===== config.mk =====
export PLATFORM = sky130hd
export DESIGN_NAME = mem_access_unit
export DESIGN_NICKNAME = d
export VERILOG_FILES = /design/src/rtl/mem_pkg.sv /design/src/rtl/byte_lane_merge.sv /design/src/rtl/mem_access_unit.sv
export SDC_FILE = /design/constraint.sdc
export NUM_CORES = 1
export LEC_CHECK = 0
export ABC_AREA = 1
export CAP_MARGIN = 10
export CORE_UTILIZATION = 38
export DETAILED_ROUTE_END_ITERATION = 6
export PLACE_DENSITY_LB_ADDON = 0.1
export SKIP_CTS_REPAIR_TIMING = 1
export SLEW_MARGIN = 10
export SYNTH_ARGS = -nofsm -noshare
export SYNTH_HDL_FRONTEND = slang
export SYNTH_SLANG_ARGS = --single-unit
export TNS_END_PERCENT = 5

===== constraint.sdc =====
create_clock -name Clk -period 1.6 [get_ports Clk]
set_clock_uncertainty 0.2 [all_clocks]
set_input_delay 0.24 -clock Clk [delete_from_list [all_inputs] [get_ports Clk]]
set_output_delay 0.24 -clock Clk [all_outputs]
set_load 0.02 [all_outputs]

===== src/rtl/mem_pkg.sv =====
// mem_pkg: shared definitions for the MEM-stage data-memory sequencer.
//   - MemDataType codes (byte/half/word; 2'b11 is reserved)
//   - sequencer state encoding
//   - little-endian lane-select helpers and the alignment check
package mem_pkg;

  localparam logic [1:0] MDT_BYTE = 2'b00;
  localparam logic [1:0] MDT_HALF = 2'b01;
  localparam logic [1:0] MDT_WORD = 2'b10;

  typedef enum logic [1:0] {
    ST_IDLE      = 2'd0,
    ST_LOAD_WAIT = 2'd1,
    ST_RMW_WRITE = 2'd2
  } state_e;

  // Byte lane k occupies bits [8k+7:8k].
  function automatic logic [7:0] lane_byte(input logic [31:0] w, input logic [1:0] k);
    logic [7:0] b;
    case (k)
      2'd0:    b = w[7:0];
      2'd1:    b = w[15:8];
      2'd2:    b = w[23:16];
      default: b = w[31:24];
    endcase
    return b;
  endfunction

  // Half lane h occupies bits [16h+15:16h].
  function automatic logic [15:0] lane_half(input logic [31:0] w, input logic h);
    return h ? w[31:16] : w[15:0];
  endfunction

  // True for a reserved type or an access not aligned to its own size.
  function automatic logic bad_access(input logic [1:0] dtype, input logic [1:0] off);
    logic bad;
    case (dtype)
      MDT_BYTE: bad = 1'b0;
      MDT_HALF: bad = off[0];
      MDT_WORD: bad = (off != 2'b00);
      default:  bad = 1'b1;
    endcase
    return bad;
  endfunction

endpackage


===== src/rtl/byte_lane_merge.sv =====
// byte_lane_merge: combinational lane logic for the data-memory sequencer.
//   word_i    : word read from RAM
//   data_i    : store data (low byte/half used for sb/sh)
//   dtype_i   : MemDataType
//   offset_i  : Address[1:0]
//   merged_o  : word_i with the selected lane replaced by data_i (store merge)
//   loaded_o  : selected lane of word_i, sign-extended to 32 bits (load extract)
module byte_lane_merge
  import mem_pkg::*;
(
  input  logic [31:0] word_i,
  input  logic [31:0] data_i,
  input  logic [1:0]  dtype_i,
  input  logic [1:0]  offset_i,
  output logic [31:0] merged_o,
  output logic [31:0] loaded_o
);

  logic [7:0]  sel_b;
  logic [15:0] sel_h;

  always_comb begin
    merged_o = word_i;
    case (dtype_i)
      MDT_BYTE: begin
        case (offset_i)
          2'd0:    merged_o[7:0]   = data_i[7:0];
          2'd1:    merged_o[15:8]  = data_i[7:0];
          2'd2:    merged_o[23:16] = data_i[7:0];
          default: merged_o[31:24] = data_i[7:0];
        endcase
      end
      MDT_HALF: begin
        if (offset_i[1]) merged_o[31:16] = data_i[15:0];
        else             merged_o[15:0]  = data_i[15:0];
      end
      default: merged_o = data_i;
    endcase
  end

  always_comb begin
    sel_b = lane_byte(word_i, offset_i);
    sel_h = lane_half(word_i, offset_i[1]);
    case (dtype_i)
      MDT_BYTE: loaded_o = {{24{sel_b[7]}}, sel_b};
      MDT_HALF: loaded_o = {{16{sel_h[15]}}, sel_h};
      default:  loaded_o = word_i;
    endcase
  end

endmodule


===== src/rtl/mem_access_unit.sv =====
// mem_access_unit: MEM-stage sequencer turning lb/lh/lw/sb/sh/sw into
// accesses on a 32-bit single-port synchronous RAM.
//   Clk, Rst              : clock, synchronous active-high reset
//   MemRead, MemWrite     : load / store request
//   MemDataType           : 00 byte, 01 half, 10 word, 11 reserved
//   Address, WriteData    : byte address, store data
//   ReadData              : sign-extended load result (held between loads)
//   Stall                 : request inputs must stay stable while high
//   Done, AddrError       : single-cycle completion / rejection pulses
//   ram_addr, ram_we, ram_wdata, ram_rdata : RAM port (1-cycle read latency)
// sw completes in one cycle; loads and sb/sh take two (read, then use).
module mem_access_unit
  import mem_pkg::*;
#(
  parameter int unsigned RAM_AW = 10
) (
  input  logic              Clk,
  input  logic              Rst,
  input  logic              MemRead,
  input  logic              MemWrite,
  input  logic [1:0]        MemDataType,
  input  logic [31:0]       Address,
  input  logic [31:0]       WriteData,
  output logic [31:0]       ReadData,
  output logic              Stall,
  output logic              Done,
  output logic              AddrError,
  output logic [RAM_AW-1:0] ram_addr,
  output logic              ram_we,
  output logic [31:0]       ram_wdata,
  input  logic [31:0]       ram_rdata
);

  state_e      state_q, state_d;
  logic [31:0] readdata_q, readdata_d;
  logic [31:0] merged, loaded;
  logic        req, reject;

  // Address bits above the RAM window are ignored (accesses wrap).
  logic unused_addr_hi;
  assign unused_addr_hi = ^Address[31:RAM_AW+2];

  assign req    = MemRead | MemWrite;
  assign reject = (MemRead & MemWrite) | bad_access(MemDataType, Address[1:0]);

  byte_lane_merge u_lanes (
    .word_i   (ram_rdata),
    .data_i   (WriteData),
    .dtype_i  (MemDataType),
    .offset_i (Address[1:0]),
    .merged_o (merged),
    .loaded_o (loaded)
  );

  // Second-cycle work uses the live request inputs: they are held stable
  // while Stall is high, so nothing is captured on entry.
  always_comb begin
    state_d    = state_q;
    readdata_d = readdata_q;
    ReadData   = readdata_q;
    Stall      = 1'b0;
    Done       = 1'b0;
    AddrError  = 1'b0;
    ram_we     = 1'b0;
    ram_wdata  = '0;
    ram_addr   = Address[RAM_AW+1:2];
    if (Rst) begin
      state_d    = ST_IDLE;
      readdata_d = '0;
      ReadData   = '0;
      ram_addr   = '0;
    end else begin
      case (state_q)
        ST_IDLE: begin
          if (req) begin
            if (reject) begin
              AddrError = 1'b1;
            end else if (MemWrite && MemDataType == MDT_WORD) begin
              ram_we    = 1'b1;
              ram_wdata = WriteData;
              Done      = 1'b1;
            end else if (MemRead) begin
              Stall   = 1'b1;
              state_d = ST_LOAD_WAIT;
            end else begin
              Stall   = 1'b1;
              state_d = ST_RMW_WRITE;
            end
          end
        end
        ST_LOAD_WAIT: begin
          readdata_d = loaded;
          ReadData   = loaded;
          Done       = 1'b1;
          state_d    = ST_IDLE;
        end
        ST_RMW_WRITE: begin
          ram_we    = 1'b1;
          ram_wdata = merged;
          Done      = 1'b1;
          state_d   = ST_IDLE;
        end
        default: state_d = ST_IDLE;
      endcase
    end
  end

  always_ff @(posedge Clk) begin
    if (Rst) begin
      state_q    <= ST_IDLE;
      readdata_q <= '0;
    end else begin
      state_q    <= state_d;
      readdata_q <= readdata_d;
    end
  end

endmodule


==> key figures, run 1 <==
Logic synthesis
  – Synth Area in Compound Gates: 0.271
  – Syn nets: 792
  – Ys flop type: dfxtp_1
  – Dominant cell type by area after synthesis: nand2_1
  – Xor/xnor share of the synthesized area: 0
  – Post-synthesis adder-cell area fraction: 0.0132
  – Number of flops mapped to enable cells by yosys: 0
  – Largest family of logic cells by synthesized area: simple AND/OR/NAND/NOR gates
  – Synth Register Bits: 34
  – Synth warnings: 0
  – Post-Synth Simple-Gate Area: 0.401
  – Avg Synthesized Cell Area: 5.54 um^2
  – Most frequent cell after synthesis: nand2_1
  – Cells after synthesis: 686
  – Post-synth ARST share: 0
  – Synth top cells by count: nand2_1, a21oi_1, inv_1
  – Cell variety after synth: 28
  – Top cells by area, synth: nand2_1, dfxtp_1, a21oi_1, o211ai_1, nand3_1
  – Fraction of synthesized area in multiplexers: 0
  – Post-Syn Area: 3800 um^2
  – Share of the synthesized area in the top cell type: 0.180
  – Sequential area share after synthesis: 0.179

Cells and area
  – Area of the multi-input gates: 3230 um^2
  – FF+latch area: 688 um^2
  – Final net count: 1038
  – Fillers: 775
  – Synth-to-Final Area Change: 90.0%
  – Diode count: 0
  – Layout cells sized above 1: 0.373
  – Post-route cell area: 7220 um^2

CTS
  – Clock Tree Root: clkbuf_8
  – CTS tree: built
  – Max clock buf depth: 2
  – # clock sinks: 34
  – Clock Latency Late Sink: 0.30 ns
  – Clock slew at reported path FFs: 0.07 ns
  – H-tree Lvls: 2
  – CTS Buf Count: 5

STA
  – Fin crit share: 1.37
  – Worst Setup Slack, final: -0.598 ns
  – Unrepaired setup endpoints after global routing: yes
  – Hold slack: 0.223 ns
  – Relative slew slack: 0.704
  – Tightest Pin Transition: 0.440 ns
  – Fmax: 0.455 GHz
  – Hold Fails Final Rpt: 0
  – Final setup viols: 69
  – Number of max-slew violations in the final report: 0
  – Final TNS setup: -33.57 ns
  – Fin crit period: 2.20 ns

Place
  – Port buffer count: 159
  – Post-Place Worst Slack: -1.28 ns
  – Hpwl dp: 14100 um
  – Gpl congestion: 0.977
  – Dpl cell area: 6560 um^2

Global route
  – First-pass GRT wire length: 28800 um
  – Vias in the first global route: 5592
  – GR Util All Layers: 0.361
  – Initial antenna violation count: 0
  – Gr ovfl total: 0
  – Largest net degree at the start of global routing: 40

Drt
  – DRT Pass-1 Iters: 5
  – Drt drc: 0
  – 1st-iter DRT viols: 546
  – Final WL: 20800 um
  – DR vias/cell: 5.77
  – Via count: 6154
  – Routed len/inst: 19.5 um
  – Post-route antenna net violation count: 0

Die
  – Core Rows: 36
  – Placeable Area: 9730 um^2
  – Starting Density: 0.391
  – Full die area: 10400 um^2
  – Die W: 102 um
  – Die Height: 102 um
  – I/O pin total: 180

Min path
  – Hold Crit Class: in2reg

Power and ir drop
  – Max VDD drop: 0.000518 V
  – PwrDens: 513 nW/um^2
  – Total power: 0.00371 W
  – Leakage power: 3.37 nW

Worst setup path
  – Crit path capture type: primary output
  – WP data arrival: 1.76 ns
  – Flop-to-flop setup slack: -0.07 ns
  – Critical Path RT: 1.16 ns
  – Critical Path Start Type: register
  – CP Class: reg2out
  – CP max FO: 7

Flow run
  – # Max-Cap Violations: 0

Run status
  – Failing checks: setup timing
  – Outcome: complete, but fails checks
power by group:
group / internal [W] / switching [W] / total [W]
clock: 0.000347 / 0.000337 / 0.000684
combinational: 0.000900 / 0.00117 / 0.00207
sequential: 0.000920 / 0.0000313 / 0.000951
critical path: stages, from the launching register on:
cell and delay, ns:
dfxtp_4 0.36, inv_4 0.08, ha_4 0.13, inv_2 0.05, nor2_4 0.10, buf_12 0.14
buf_12 0.13, nand4_1 0.11, a21oi_2 0.22, buf_6 0.15
kinds of logic after synthesis:
logic type / after synthesis
AND/OR/NAND/NOR: 351
AO/OA/AOI/OAI: 175
buffers and inverters: 122
flip-flops: 34
adder cells (fa/ha/maj): 4
worst paths after layout:
kind,start,end,depth (start not counted)
worst max-delay path,state_q[1],ram_wdata[1],9
worst min-delay path,MemRead,state_q[1],5
worst max register to register,state_q[1],readdata_q[20],6
worst min register to register,readdata_q[4],readdata_q[4],2
metrics by stage:
| stage | utilization | instances |
|---|---|---|
| 2_1_floorplan | - | 686 |
| 3_3_place_gp | 0.674 | 1038 |
| 3_5_place_dp | 0.674 | 1038 |
| 4_1_cts | 0.684 | 1046 |
| 5_1_grt | 0.742 | 1066 |
| 6_report | 0.742 | 1066 |
cell usage in the layout (no fill, tap or decap), types with 3 or more instances in the layout:
cell type | netlist | final
buf_6 | 3 | 32
nand3_2 | 0 | 5
inv_4 | 0 | 5
nand2_2 | 3 | 7
buf_12 | 0 | 13
nor2_1 | 59 | 52
inv_1 | 65 | 55
o21ai_1 | 2 | 14
ha_4 | 0 | 3
dlymetal6s2s_1 | 0 | 22
o211ai_1 | 48 | 48
nor2_2 | 4 | 8
o21ai_2 | 0 | 9
clkdlybuf4s50_1 | 0 | 66
inv_2 | 3 | 7
buf_4 | 2 | 140
nand2_4 | 1 | 7
nor2_4 | 1 | 5
o21ai_0 | 39 | 16
a21oi_2 | 3 | 53
dfxtp_1 | 34 | 32
a21oi_4 | 0 | 13
nand2_1 | 182 | 173
nand3_1 | 63 | 57
a21oi_1 | 74 | 11
clkbuf_8 | 0 | 6
clkbuf_2 | 0 | 6
or2_2 | 3 | 3
buf_2 | 22 | 6
nand4_1 | 34 | 34
clkbuf_16 | 0 | 4
a31oi_2 | 0 | 6
cell type report:
| type | instances | area share |
|---|---|---|
| well taps | 133 | 0.0230 |
| repair buffers | 289 | 0.383 |
| multi-input cells | 533 | 0.447 |
| clock buffers | 7 | 0.0120 |
| clock inverters | 1 | 0.000693 |
| flip-flops and latches | 34 | 0.0953 |
| inverters | 69 | 0.0386 |
layer usage:
metal	part of all wire	wire, um	track usage	vias up
li1	-	-	-	2811
met1	0.38	7950	0.464	2808
met2	0.46	9570	0.579	428
met3	0.10	2100	0.0595	107
met4	0.056	1170	0.190	0
met5	0	0	0	-
flip-flops by register name, summed over array words and instances (netlist names):
name        flops
readdata_q     32
state_q         2
Power figures use the tool's default switching activity.
==> run 2, diff against run 1 <==
- GPL_TIMING_DRIVEN: default -> 0
==> key figures, run 2 (same netlist as run 1, synthesis figures left out) <==
CTS
  – CTS tree: built
  – Clock Tree Root: clkbuf_8
  – H-tree Lvls: 2 (unchanged)
  – Clock Latency Late Sink: 0.29 ns (about the same)
  – Clock slew at reported path FFs: 0.06 ns (about the same)
  – # clock sinks: 34 (unchanged)
  – Max clock buf depth: 2 (unchanged)
  – CTS Buf Count: 5 (unchanged)

Die
  – Die Height: 102 um (unchanged)
  – Core Rows: 36 (unchanged)
  – Starting Density: 0.391 (unchanged)
  – Die W: 102 um (unchanged)
  – Full die area: 10400 um^2 (unchanged)
  – I/O pin total: 180 (unchanged)
  – Placeable Area: 9730 um^2 (unchanged)

STA
  – Unrepaired setup endpoints after global routing: yes
  – Number of max-slew violations in the final report: 0 (unchanged)
  – Final setup viols: 79 (+14%)
  – Worst Setup Slack, final: -0.620 ns (-0.0222 ns)
  – Final TNS setup: -40.05 ns (-6.48 ns)
  – Fin crit share: 1.39 (+0.0139)
  – Hold Fails Final Rpt: 0 (unchanged)
  – Fmax: 0.450 GHz (-1.0%)
  – Relative slew slack: 0.452 (-0.252)
  – Fin crit period: 2.22 ns (+0.0222 ns)
  – Tightest Pin Transition: 0.822 ns (+0.382 ns)

Cells and area
  – Synth-to-Final Area Change: 69.7%
  – Max reg flops: 32 (unchanged)
  – Diode count: 0 (unchanged)
  – Most frequent cells in the layout: nand2_1, clkdlybuf4s50_1, nand3_1
  – Final net count: 979 (-5.7%)
  – Utilization after layout: 0.663 (-0.0796)
  – Layout cells sized above 1: 0.301 (-0.0721)
  – Largest Register: readdata_q
  – Fin cells: 1007 (-5.5%)
  – Leading cell type in the layout, fill and taps excluded: nand2_1
  – Largest registers: readdata_q: 32 flops, state_q: 2 flops
  – Post-route cell area: 6450 um^2 (-11%)

Worst setup path
  – CP peak stage delay: 0.37 ns (about the same)
  – Critical Path Start Type: register
  – Crit path capture type: primary output
  – CP Cell Sequence: inv_4 -> ha_4 -> inv_2 -> buf_6 -> a21oi_1 -> nand3_1 -> a21oi_2 -> buf_4
  – R2R cell count: 7 (+1)
  – Reg-to-Reg Start: state_q[1]
  – Flop-to-flop setup slack: -0.12 ns (-0.05 ns)
  – RR Endpoint: readdata_q[13]
  – CP Class: reg2out
  – CP max FO: 10 (+3)
  – Slowest cell on crit path: dfxtp_4
  – WP data arrival: 1.78 ns (+0.02 ns)
  – Critical Path RT: 1.16 ns (about the same)

Place
  – Dpl cell area: 5860 um^2 (-11%)
  – Gpl congestion: 0.964 (-1.4%)
  – Hpwl dp: 15300 um (+8.2%)
  – Port buffer count: 157 (-1.3%)
  – DP Cell Count: 976 (-6.0%)

Min path
  – WHS Endpoint: state_q[1]
  – Hold Crit Class: in2reg
  – Hold Crit Start: MemRead
  – Hold Path Cell Cnt: 4 (-1)

Global route
  – Gr ovfl total: 0 (unchanged)
  – GR Util All Layers: 0.366 (+0.00514)
  – First-pass GRT wire length: 28500 um (-1.1%)
  – Initial antenna violation count: 0 (unchanged)
  – Largest net degree at the start of global routing: 11 (-73%)
  – Vias in the first global route: 5133 (-8.2%)

Drt
  – Post-route antenna net violation count: 0 (unchanged)
  – Via count: 5850 (-4.9%)
  – 1st-iter DRT viols: 534 (-2.2%)
  – DR vias/cell: 5.81 (+0.63%)
  – DRT Pass-1 Iters: 5 (unchanged)
  – Routed len/inst: 20.2 um (+3.6%)
  – Drt drc: 0 (unchanged)
  – Final WL: 20400 um (-2.1%)

Run status
  – Failing checks: setup timing
  – Outcome: complete, but fails checks

Flow run
  – # Max-Cap Violations: 0 (unchanged)

Power and ir drop
  – Leakage power: 2.89 nW (-14%)
  – PwrDens: 545 nW/um^2 (+6.2%)
  – Max VDD drop: 0.000470 V (-9.2%)
  – Total power: 0.00351 W (-5.2%)
[run 2: cell count changes in the layout (fill, tap and decap cells not counted), sizes merged]
cell | before | now
buf | 191 | 99
clkbuf | 17 | 53
dlymetal6s2s | 22 | 18
clkdlybuf4s50 | 66 | 69
clkinvlp | 2 | 4
inv | 67 | 65
nand2 | 188 | 186
bufinv | 0 | 1
clkinv | 1 | 0
[run 2: cell type report]
type / count / area [um^2]
plain buffers: 53 / 395
multi-input cells: 531 / 3110
repair buffers: 179 / 1700
flip-flops and latches: 34 / 688
fillers: 874 / 3280
well taps: 133 / 166
clock inverters: 1 / 30.0
inverters: 69 / 282
clock buffers: 7 / 76.3
[run 2: worst max-delay path: cells and delay by family, from the launching register on]
family | cells | cell delay, ns
buffers and inverters | 4 | 0.46
flip-flops | 1 | 0.37
AO/OA/AOI/OAI | 2 | 0.35
adder cells (fa/ha/maj) | 1 | 0.17
AND/OR/NAND/NOR | 1 | 0.13
[run 2: through the flow]
| step | hold slack (ns) | worst slack (ns) |
|---|---|---|
| 2_1_floorplan | 0.258 | -0.179 |
| 3_3_place_gp | 0.291 | -1.51 |
| 3_5_place_dp | 0.320 | -1.52 |
| 4_1_cts | 0.215 | -1.53 |
| 5_1_grt | 0.228 | -0.644 |
| 6_report | 0.184 | -0.620 |
[run 2: power breakdown]
group	internal [W]	switching (W)	leakage, nW
Combinational	0.000697	0.00110	2.56
Sequential	0.000920	0.0000256	0.279
Clock	0.000466	0.000305	0.0524
Total	0.00208	0.00143	2.89
[run 2: how the worst max path moves through the flow]
stage                from            end  slack [ns]
2_1_floorplan  state_q[1]    ReadData[7]       -0.18
3_3_place_gp   Address[0]  ram_wdata[13]       -1.51
3_5_place_dp   Address[0]  ram_wdata[13]       -1.52
4_1_cts        Address[0]  ram_wdata[13]       -1.53
5_1_grt               Rst   ReadData[17]       -0.64
6_report       state_q[0]   ram_wdata[6]       -0.62
[run 2: metal layers]
| layer | up-vias | part of all wire | track usage |
|---|---|---|---|
| met5 | - | 0 | 0 |
| met4 | 0 | 0.037 | 0.163 |
| met3 | 51 | 0.10 | 0.0451 |
| met2 | 405 | 0.45 | 0.588 |
| met1 | 2696 | 0.41 | 0.490 |
| li1 | 2698 | - | - |
